[src/rtl/decode_sequencer_pkg.sv]
// Shared types for the decode sequencer: fetch packet layout, decoder NOP and FSM states.
// Latency: n/a (types and constants only).
// Backpressure: n/a.
package decode_sequencer_pkg;

  // Canonical RV32I NOP (addi x0, x0, 0); shown to the decoder whenever the queue is empty.
  localparam logic [31:0] NOP_INSTR = 32'h0000_0013;

  typedef struct packed {
    logic [31:0] pc;
    logic [31:0] instr;
  } fetch_pkt_t;

  typedef enum logic {
    RUN  = 1'b0,
    TRAP = 1'b1
  } seq_state_t;

endpackage

[src/rtl/instr_fifo.sv]
// Circular buffer of fetch packets with head/tail pointers one bit wider than the index.
// Latency: a push is visible at the head on the following cycle when the buffer was empty.
// Backpressure: none internally; the caller must not push when full nor pop when empty.
// Ports: push/push_pkt write at tail, pop advances head, clear resets both pointers
//        (wins over push/pop); head_pkt, full, empty, occupancy describe current state.
module instr_fifo
  import decode_sequencer_pkg::*;
#(
  parameter int DEPTH = 4
) (
  input  logic                         clk,
  input  logic                         rst,
  input  logic                         push,
  input  fetch_pkt_t                   push_pkt,
  input  logic                         pop,
  input  logic                         clear,
  output fetch_pkt_t                   head_pkt,
  output logic                         full,
  output logic                         empty,
  output logic [$clog2(DEPTH+1)-1:0]   occupancy
);

  localparam int AW = $clog2(DEPTH);
  localparam int PW = AW + 1;
  localparam int OW = $clog2(DEPTH + 1);

  fetch_pkt_t    mem [DEPTH];
  logic [PW-1:0] head_ptr;
  logic [PW-1:0] tail_ptr;
  logic [PW-1:0] ptr_diff;

  // Storage is deliberately not reset: only the pointers define which entries are live.
  always_ff @(posedge clk) begin
    if (push && !clear) begin
      mem[tail_ptr[AW-1:0]] <= push_pkt;
    end
  end

  always_ff @(posedge clk or negedge rst) begin
    if (!rst) begin
      head_ptr <= '0;
      tail_ptr <= '0;
    end else if (clear) begin
      head_ptr <= '0;
      tail_ptr <= '0;
    end else begin
      if (push) tail_ptr <= tail_ptr + PW'(1);
      if (pop)  head_ptr <= head_ptr + PW'(1);
    end
  end

  // Extra pointer MSB distinguishes full (lap ahead) from empty (same lap).
  assign full      = (tail_ptr[AW] != head_ptr[AW]) && (tail_ptr[AW-1:0] == head_ptr[AW-1:0]);
  assign empty     = (tail_ptr == head_ptr);
  assign ptr_diff  = tail_ptr - head_ptr;
  assign occupancy = OW'(ptr_diff);
  assign head_pkt  = mem[head_ptr[AW-1:0]];

endmodule

[src/rtl/decode_sequencer.sv]
// Instruction buffer between fetch and issue; shows head to an external decoder, dispatches legal heads, traps on illegal.
// Latency: packet accepted in cycle N can dispatch in N+1; head->dec_instr->dec_legal->disp_valid is combinational.
// Backpressure: fetch_ready drops when full, flushing or trapped; head is held while disp_valid && !disp_ready.
// Ports: fetch_* (valid/ready input), dec_instr/dec_legal (decoder loop), disp_* (valid/ready output),
//        flush (empties queue, clears trap), illegal_trap/illegal_pc (trap status), occupancy (live entries).
module decode_sequencer
  import decode_sequencer_pkg::*;
#(
  parameter int DEPTH = 4
) (
  input  logic                         clk,
  input  logic                         rst,
  input  logic                         fetch_valid,
  output logic                         fetch_ready,
  input  logic [31:0]                  fetch_instr,
  input  logic [31:0]                  fetch_pc,
  output logic [31:0]                  dec_instr,
  input  logic                         dec_legal,
  output logic                         disp_valid,
  input  logic                         disp_ready,
  output logic [31:0]                  disp_pc,
  output logic [31:0]                  disp_instr,
  input  logic                         flush,
  output logic                         illegal_trap,
  output logic [31:0]                  illegal_pc,
  output logic [$clog2(DEPTH+1)-1:0]   occupancy
);

  seq_state_t state_q;
  seq_state_t state_d;
  logic [31:0] illegal_pc_q;

  fetch_pkt_t head_pkt;
  fetch_pkt_t push_pkt;
  logic       full;
  logic       empty;
  logic       push;
  logic       pop;
  logic       trap_detect;

  assign push_pkt.pc    = fetch_pc;
  assign push_pkt.instr = fetch_instr;

  instr_fifo #(.DEPTH(DEPTH)) u_fifo (
    .clk       (clk),
    .rst       (rst),
    .push      (push),
    .push_pkt  (push_pkt),
    .pop       (pop),
    .clear     (flush),
    .head_pkt  (head_pkt),
    .full      (full),
    .empty     (empty),
    .occupancy (occupancy)
  );

  // Illegal head seen while running; flush in the same cycle cancels it.
  assign trap_detect = (state_q == RUN) && !empty && !dec_legal && !flush;

  // State register
  always_ff @(posedge clk or negedge rst) begin
    if (!rst) begin
      state_q <= RUN;
    end else begin
      state_q <= state_d;
    end
  end

  // Next-state logic: flush always returns to RUN, and is the only exit from TRAP.
  always_comb begin
    state_d = state_q;
    if (flush) begin
      state_d = RUN;
    end else if (trap_detect) begin
      state_d = TRAP;
    end
  end

  // Output logic
  always_comb begin
    fetch_ready  = 1'b0;
    disp_valid   = 1'b0;
    illegal_trap = 1'b0;
    unique case (state_q)
      RUN: begin
        fetch_ready = !full && !flush;
        disp_valid  = !empty && dec_legal && !flush;
      end
      TRAP: begin
        illegal_trap = 1'b1;
      end
      default: ;
    endcase
  end

  assign push = fetch_valid && fetch_ready;
  assign pop  = disp_valid && disp_ready;

  // Offending PC is captured on detection and held until flush.
  always_ff @(posedge clk or negedge rst) begin
    if (!rst) begin
      illegal_pc_q <= '0;
    end else if (flush) begin
      illegal_pc_q <= '0;
    end else if (trap_detect) begin
      illegal_pc_q <= head_pkt.pc;
    end
  end

  assign illegal_pc = illegal_pc_q;

  // Head is masked while empty so stale storage never leaks onto the outputs.
  assign dec_instr  = empty ? NOP_INSTR : head_pkt.instr;
  assign disp_pc    = empty ? 32'h0 : head_pkt.pc;
  assign disp_instr = empty ? 32'h0 : head_pkt.instr;

endmodule
[config.mk]
export PLATFORM = sky130hd
export DESIGN_NAME = decode_sequencer
export DESIGN_NICKNAME = d
export VERILOG_FILES = /design/src/rtl/decode_sequencer_pkg.sv /design/src/rtl/instr_fifo.sv /design/src/rtl/decode_sequencer.sv
export SDC_FILE = /design/constraint.sdc
export NUM_CORES = 1
export LEC_CHECK = 0
export CAP_MARGIN = 20
export CELL_PAD_IN_SITES_DETAIL_PLACEMENT = 1
export CELL_PAD_IN_SITES_GLOBAL_PLACEMENT = 2
export CORE_ASPECT_RATIO = 0.75
export CORE_MARGIN = 2
export CORE_UTILIZATION = 40
export CTS_BUF_LIST = sky130_fd_sc_hd__clkbuf_4 sky130_fd_sc_hd__clkbuf_8
export DETAILED_ROUTE_END_ITERATION = 7
export PLACE_DENSITY_LB_ADDON = 0.08
export SLEW_MARGIN = 15
export SYNTH_ARGS = -nofsm -noshare
export SYNTH_HDL_FRONTEND = slang
export SYNTH_SLANG_ARGS = --single-unit
[constraint.sdc]
create_clock -name clk -period 4.1 [get_ports clk]
set_input_delay 0.615 -clock clk [delete_from_list [all_inputs] [get_ports clk]]
set_output_delay 0.615 -clock clk [all_outputs]
set_load 0.01 [all_outputs]
# Word-level counts from Yosys, hierarchy flattened
# Memories as Yosys holds them, arrays and structs flattened.
# Cells that the tools add are included.
# Widths: inputs -> output; s select.
[classes]
n_addsub = 3
n_eq_ne = 3
muxes = 16
bitwise_logic = 1
n_reduce_logical = 17
[ops]
columns = ["op", "count"]
rows = [
  ["$mux 32", 5],
  ["$mux 3", 4],
  ["$logic_and 1x1->1", 10],
  ["$mux 1", 7],
  ["$add 3x1->3 const B", 2],
  ["$reduce_bool 2->1", 3],
  ["$logic_not 1->1", 4],
  ["$eq 3x3->1", 1],
  ["$sub 3x3->3", 1],
  ["$eq 2x2->1", 1],
  ["$ne 1x1->1", 1],
  ["$not 1->1", 1],
]
[word_totals]
reg_bits = 39
ram_bits = 256
inputBits = 70
out_inout_bits = 134
elab_cells = 45
mem_count = 1
[memory_table]
columns = ["memory", "words", "width", "rd", "rd_ports_with_merged_regs", "write_ports", "line", "rtl"]
rows = [
  ["u_fifo.mem", 4, 64, 1, 0, 1, "instr_fifo.sv:27", "fetch_pkt_t mem [DEPTH];"],
]

# Depth between registers and ports, before layout
[logic_depth]
word_depth = 9
depth_mapped = 10

# By module
# A second synthesis with hierarchy kept.
[hier_totals]
hier_cells = 640
hier_area_um2 = 12057.8
[by_module_without_submodules]
columns = ["module", "n_inst", "cells_each", "area_each_um2", "seq_area_each_um2"]
rows = [
  ["instr_fifo", 1, 377, 9689.3, 7837.5],
  ["decode_sequencer", 1, 263, 2368.5, 825.8],
]

# Worst setup path before layout
# OpenSTA, ideal clock, no wires.
[synth_timing]
path_type = "flip-flop to flip-flop"
startpoint = "register u_fifo.head_ptr[1]"
endpoint = "memory u_fifo.mem[0][0] (netlist bit) (enable)"
arrival_ns = 3.368
slack_ns = 0.304
path_stages_with_launch = 9
period_less_slack_ns = 3.796
cell_sequence = "dfrtp_1 > buf_2 > buf_1 > inv_1 > ha_1 > nand2_1 > clkbuf_1 > o211a_1 > and2_1"
[synth_via]
elab_chain_len = 9
[synth_rtl]
columns = ["item", "line", "rtl"]
rows = [
  ["from (decl)", "instr_fifo.sv:28", "logic [PW-1:0] head_ptr;"],
  ["from (signal assigned)", "instr_fifo.sv:48", "if (pop) head_ptr <= head_ptr + PW'(1);"],
  ["$eq 2x2->1", "instr_fifo.sv:53", "assign full = (tail_ptr[AW] != head_ptr[AW]) && (tail_ptr[AW-1:0] == head_ptr[AW-1:0]);"],
  ["$logic_and 1x1->1", "instr_fifo.sv:53", ""],
  ["$logic_not 1->1", "decode_sequencer.sv:86", "fetch_ready = !full && !flush;"],
  ["$logic_and 1x1->1", "decode_sequencer.sv:86", ""],
  ["$mux 1", "decode_sequencer.sv:84", "unique case (state_q)"],
  ["$logic_and 1x1->1", "decode_sequencer.sv:96", "assign push = fetch_valid && fetch_ready;"],
  ["$logic_and 1x1->1", "instr_fifo.sv:34", "if (push && !clear) begin"],
  ["$mux 1", "instr_fifo.sv:34", ""],
  ["$mux 1 (not written as such)", "instr_fifo.sv:35", "mem[tail_ptr[AW-1:0]] <= push_pkt;"],
  ["to (decl)", "instr_fifo.sv:27", ""],
]
# Every way passes these cells.

# Final worst setup path
[layout_timing]
startpoint = "register u_fifo.head_ptr[1]"
endpoint = "output port dec_instr[10]"
[layout_via]
elab_chain_len = 2
elab_cells_between_ends = 3
[layout_rtl]
columns = ["item", "line", "rtl"]
rows = [
  ["$mem_v2 4x64 / $eq 3x3->1 (equally long branches)", "-", ""],
  ["$mux 32 *", "decode_sequencer.sv:113", "assign dec_instr = empty ? NOP_INSTR : head_pkt.instr;"],
  ["to (decl)", "decode_sequencer.sv:17", "output logic [31:0] dec_instr,"],
]
# Every way passes the cells marked *; elsewhere a longest branch is shown, timed or not.

==> report_table.html <==
<table>
<tr><th>Metric</th><th>Value</th></tr>
<tr><th colspan="2">Run</th></tr>
<tr><td>Max-capacitance violation count</td><td>0</td></tr>
<tr><th colspan="2">Placement</th></tr>
<tr><td>Number of placed cells counting well taps</td><td>1,225</td></tr>
<tr><td>DP Area</td><td>14,600 sq um</td></tr>
<tr><td>Count of buffers inserted at the top-level ports</td><td>203</td></tr>
<tr><td>RePlAce Congestion</td><td>0.748</td></tr>
<tr><td>Dpl hpwl</td><td>19,000 microns</td></tr>
<tr><th colspan="2">Logic synthesis</th></tr>
<tr><td>Post-synth top area share</td><td>63.0%</td></tr>
<tr><td>Cell area after synthesis</td><td>12,200 sq um</td></tr>
<tr><td>Post-Syn Nets</td><td>758</td></tr>
<tr><td>Area fraction in compound gates after synthesis</td><td>3.82%</td></tr>
<tr><td>Main combinational cell family by area after synthesis</td><td>multiplexers</td></tr>
<tr><td>Post-synth EDFFs</td><td>256</td></tr>
<tr><td>Count of unique library cells instantiated by Yosys</td><td>34</td></tr>
<tr><td>Synthesized-area fraction occupied by and/or/nand/nor cells</td><td>7.89%</td></tr>
<tr><td>Ys Warns</td><td>0</td></tr>
<tr><td>Asr flop ratio synth</td><td>13.2%</td></tr>
<tr><td>Number of synthesized register bits</td><td>295</td></tr>
<tr><td>Average size of a mapped cell</td><td>17.9 sq um</td></tr>
<tr><td>Dominant cells by area after synthesis</td><td>edfxtp_1, mux4_2, dfrtp_1</td></tr>
<tr><td>Proportion of synthesized area in mux cells</td><td>12.3%</td></tr>
<tr><td>Dominant synthesized flop cell</td><td>edfxtp_1</td></tr>
<tr><td>Post-synthesis instance total</td><td>680</td></tr>
<tr><td>Part of the Yosys area used for sequential elements</td><td>71.0%</td></tr>
<tr><td>Largest area contributor in the synthesized netlist</td><td>edfxtp_1</td></tr>
<tr><td>Post-Synth Adder-Cell Area</td><td>0.882%</td></tr>
<tr><td>Area share of xor/xnor cells in the synthesized design</td><td>0.338%</td></tr>
<tr><th colspan="2">CTS</th></tr>
<tr><td>Setup Buffers After CTS</td><td>0</td></tr>
<tr><td>Total number of H-tree levels</td><td>2</td></tr>
<tr><td>Clock transition at the registers of the reported paths</td><td>70 ps</td></tr>
<tr><td>Skew-Pair Late Insertion Delay</td><td>550 ps</td></tr>
<tr><td>Clock Root Buffer</td><td>clkbuf_8</td></tr>
<tr><td>Number of clock sinks</td><td>295</td></tr>
<tr><td>Cts-stage hold buffer count</td><td>0</td></tr>
<tr><td>Clock buffer count from CTS</td><td>47</td></tr>
<tr><td>CTS tree</td><td>built</td></tr>
<tr><td>Resized Gates After CTS</td><td>0</td></tr>
<tr><td>Maximum root-to-sink buffer count</td><td>3</td></tr>
<tr><th colspan="2">Routing</th></tr>
<tr><td>Average detailed-routed wire length per instance</td><td>23.3 microns</td></tr>
<tr><td>Avg Vias per Cell</td><td>5.30</td></tr>
<tr><td>Total number of vias</td><td>6,917</td></tr>
<tr><td>WL final</td><td>30,400 microns</td></tr>
<tr><td>First-pass iteration count of the detailed router</td><td>4</td></tr>
<tr><td>Number of DRC markers after the initial detailed-route iteration</td><td>299</td></tr>
<tr><td>Antenna viol nets, final</td><td>0</td></tr>
<tr><td>Number of DRC violations after detailed routing</td><td>0</td></tr>
<tr><th colspan="2">Critical path</th></tr>
<tr><td>Reg2Reg Launch Point</td><td>u_fifo.tail_ptr[0]</td></tr>
<tr><td>Data arrival, critical path</td><td>3050 ps</td></tr>
<tr><td>Endpoint of the worst-slack reg-to-reg timing path</td><td>u_fifo.mem[0][41]</td></tr>
<tr><td>Kind of launch point of the worst setup path</td><td>flop</td></tr>
<tr><td>Startpoint-to-endpoint class of the critical path</td><td>flop to primary output</td></tr>
<tr><td>Crit end category</td><td>primary output</td></tr>
<tr><td>Reg2Reg Depth</td><td>7</td></tr>
<tr><td>Biggest fanout along the worst timing path</td><td>66</td></tr>
<tr><td>Register-to-Register Setup Slack</td><td>1220 ps</td></tr>
<tr><td>Required time of the critical path</td><td>3480 ps</td></tr>
<tr><th colspan="2">Timing</th></tr>
<tr><td>Timing-limited maximum frequency</td><td>273 MHz</td></tr>
<tr><td>Final TNS setup</td><td>0 ps</td></tr>
<tr><td>Number of max-slew violations in the final report</td><td>0</td></tr>
<tr><td>Final setup violating endpoints</td><td>0</td></tr>
<tr><td>RSZ-0062 raised after global routing</td><td>no</td></tr>
<tr><td>Final hold violations</td><td>0</td></tr>
<tr><td>Slew at the pin closest to its max-slew limit</td><td>1070 ps</td></tr>
<tr><td>Tcrit/Tclk final</td><td>89.3%</td></tr>
<tr><td>Final worst clock skew</td><td>12.3 ps</td></tr>
<tr><td>Final Critical Period</td><td>3660 ps</td></tr>
<tr><td>Remaining max-slew budget at the tightest pin</td><td>29.0%</td></tr>
<tr><th colspan="2">Power and ir drop</th></tr>
<tr><td>Overall Power</td><td>7920 uW</td></tr>
<tr><td>Power per Cell Area</td><td>512 nW/um^2</td></tr>
<tr><td>Maximum ir drop on the vdd rail</td><td>0.274 mV</td></tr>
<tr><td>Leakage power</td><td>0.00512 uW</td></tr>
<tr><th colspan="2">Final layout</th></tr>
<tr><td>Diode count</td><td>0</td></tr>
<tr><td>Area Overhead vs Synth</td><td>26.7%</td></tr>
<tr><td>Non-Filler Instances</td><td>1,304</td></tr>
<tr><td>Area occupied by registers</td><td>8670 sq um</td></tr>
<tr><td>Filler cell count</td><td>2,779</td></tr>
<tr><td>Area of the multi-input gates</td><td>3130 sq um</td></tr>
<tr><td>Highest-count cells in the layout ignoring fill and taps</td><td>edfxtp_1, clkdlybuf4s50_1, nor2b_1</td></tr>
<tr><td>Share of post-route cells with drive strength above 1</td><td>19.0%</td></tr>
<tr><td>Post-layout net count</td><td>953</td></tr>
<tr><td>Most frequent standard cell in the layout excluding fill and tap cells</td><td>edfxtp_1</td></tr>
<tr><td>Total non-filler cell area in the finished layout</td><td>15,500 sq um</td></tr>
<tr><th colspan="2">Global routing</th></tr>
<tr><td>Tot GR Track Use</td><td>19.3%</td></tr>
<tr><td>Largest net degree at the start of global routing</td><td>68</td></tr>
<tr><td>Vias in the first global route</td><td>7,714</td></tr>
<tr><td>Remaining Overflow, GRT</td><td>0</td></tr>
<tr><td>First-pass GRT wire length</td><td>46,300 microns</td></tr>
<tr><td>Antenna violations before repair</td><td>1</td></tr>
<tr><th colspan="2">Die</th></tr>
<tr><td>Core Region</td><td>30,100 sq um</td></tr>
<tr><td>Initial Utilization</td><td>40.6%</td></tr>
<tr><td>I/O pins</td><td>204</td></tr>
<tr><td>Site Rows</td><td>55</td></tr>
<tr><td>Total die area</td><td>31,900 sq um</td></tr>
<tr><td>Vertical die dimension</td><td>155 microns</td></tr>
<tr><td>Floorplan die width</td><td>206 microns</td></tr>
<tr><th colspan="2">Worst hold path</th></tr>
<tr><td>Kind of path behind the tightest hold check</td><td>input port to async pin</td></tr>
<tr><th colspan="2">Run status</th></tr>
<tr><td>Status</td><td>completed</td></tr>
</table>
[power by group]
| group | total (uW) | internal, uW | switching [uW] | leakage, uW |
|---|---|---|---|---|
| registers | 3580 | 3480 | 103 | 0.00285 |
| logic | 1980 | 992 | 987 | 0.00181 |
| clock network | 2360 | 1250 | 1110 | 0.000461 |
[cells in the mapped netlist (2+ instances only)]
master     instances
mux2i_1            4
buf_4             31
nor2b_1           67
mux4_2            64
edfxtp_1         256
ha_1               7
buf_6              2
nand4b_1          32
mux2_2             2
buf_2              9
nor2_1             3
o211ai_1          34
o2111ai_1          2
or2_1              3
buf_1              6
and2_1             4
nand3_1           32
o21ai_0           32
nand2b_1           4
dfrtp_1           39
inv_1              6
clkbuf_1          29
[worst max-delay path by stage]
stage | start | endpoint | slack, ps | depth (start not counted)
2_1_floorplan | u_fifo.head_ptr[1] | u_fifo.mem[0][0] | 300 | 8
3_3_place_gp | u_fifo.head_ptr[1] | dec_instr[10] | 1000 | 4
3_5_place_dp | u_fifo.tail_ptr[0] | dec_instr[18] | 1000 | 7
4_1_cts | u_fifo.head_ptr[1] | dec_instr[10] | 370 | 4
5_1_grt | u_fifo.head_ptr[1] | dec_instr[10] | 260 | 4
6_report | u_fifo.head_ptr[1] | dec_instr[10] | 440 | 4
[layer usage]
metal  part of all wire [%]  up-vias  global-route usage, %
li1                       -     3060                      -
met1                     44     3631                   25.8
met2                     50      183                   32.4
met3                    4.6       41                   3.58
met4                    1.7        2                   5.72
met5                  0.063        -                      0
[registers in the layout, indices dropped and copies added, names as in the netlist]
signal and flops:
state_q 1, u_fifo.mem 256, u_fifo.tail_ptr 3, u_fifo.head_ptr 3
illegal_pc 32
[critical path, cell delays in order, from the launching register on]
cell             delay, ps
dfrtp_4                400
buf_4                  820
mux4_2                 360
nor2b_1                290
clkdlybuf4s50_1        600
[layout make-up]
cell class	count	share of cell area (%)
repair buffers	223	14.6
inverters	6	0.154
clock buffers	65	5.18
flip-flops and latches	295	56.1
clock inverters	14	0.429
multi-input cells	302	20.2
well taps	399	3.23
[stage by stage]
| stage | setup WS (ps) | hold slack [ps] | utilization (%) |
|---|---|---|---|
| 2_1_floorplan | 304 | 319 | - |
| 3_3_place_gp | 995 | 530 | 48.4 |
| 3_5_place_dp | 1000 | 542 | 48.5 |
| 4_1_cts | 374 | 220 | 51.4 |
| 5_1_grt | 257 | 261 | 51.4 |
| 6_report | 439 | 218 | 51.4 |
[kinds of logic after synthesis]
logic type                 Yosys count
buffers and inverters               83
DFF                                295
xor gates and xnor gates             3
muxes                               70
adders and majority gates            8
and+or+nand+nor                    149
AOI/OAI and AO/OA                   72
No activity file was read; power rests on OpenSTA's default activity.
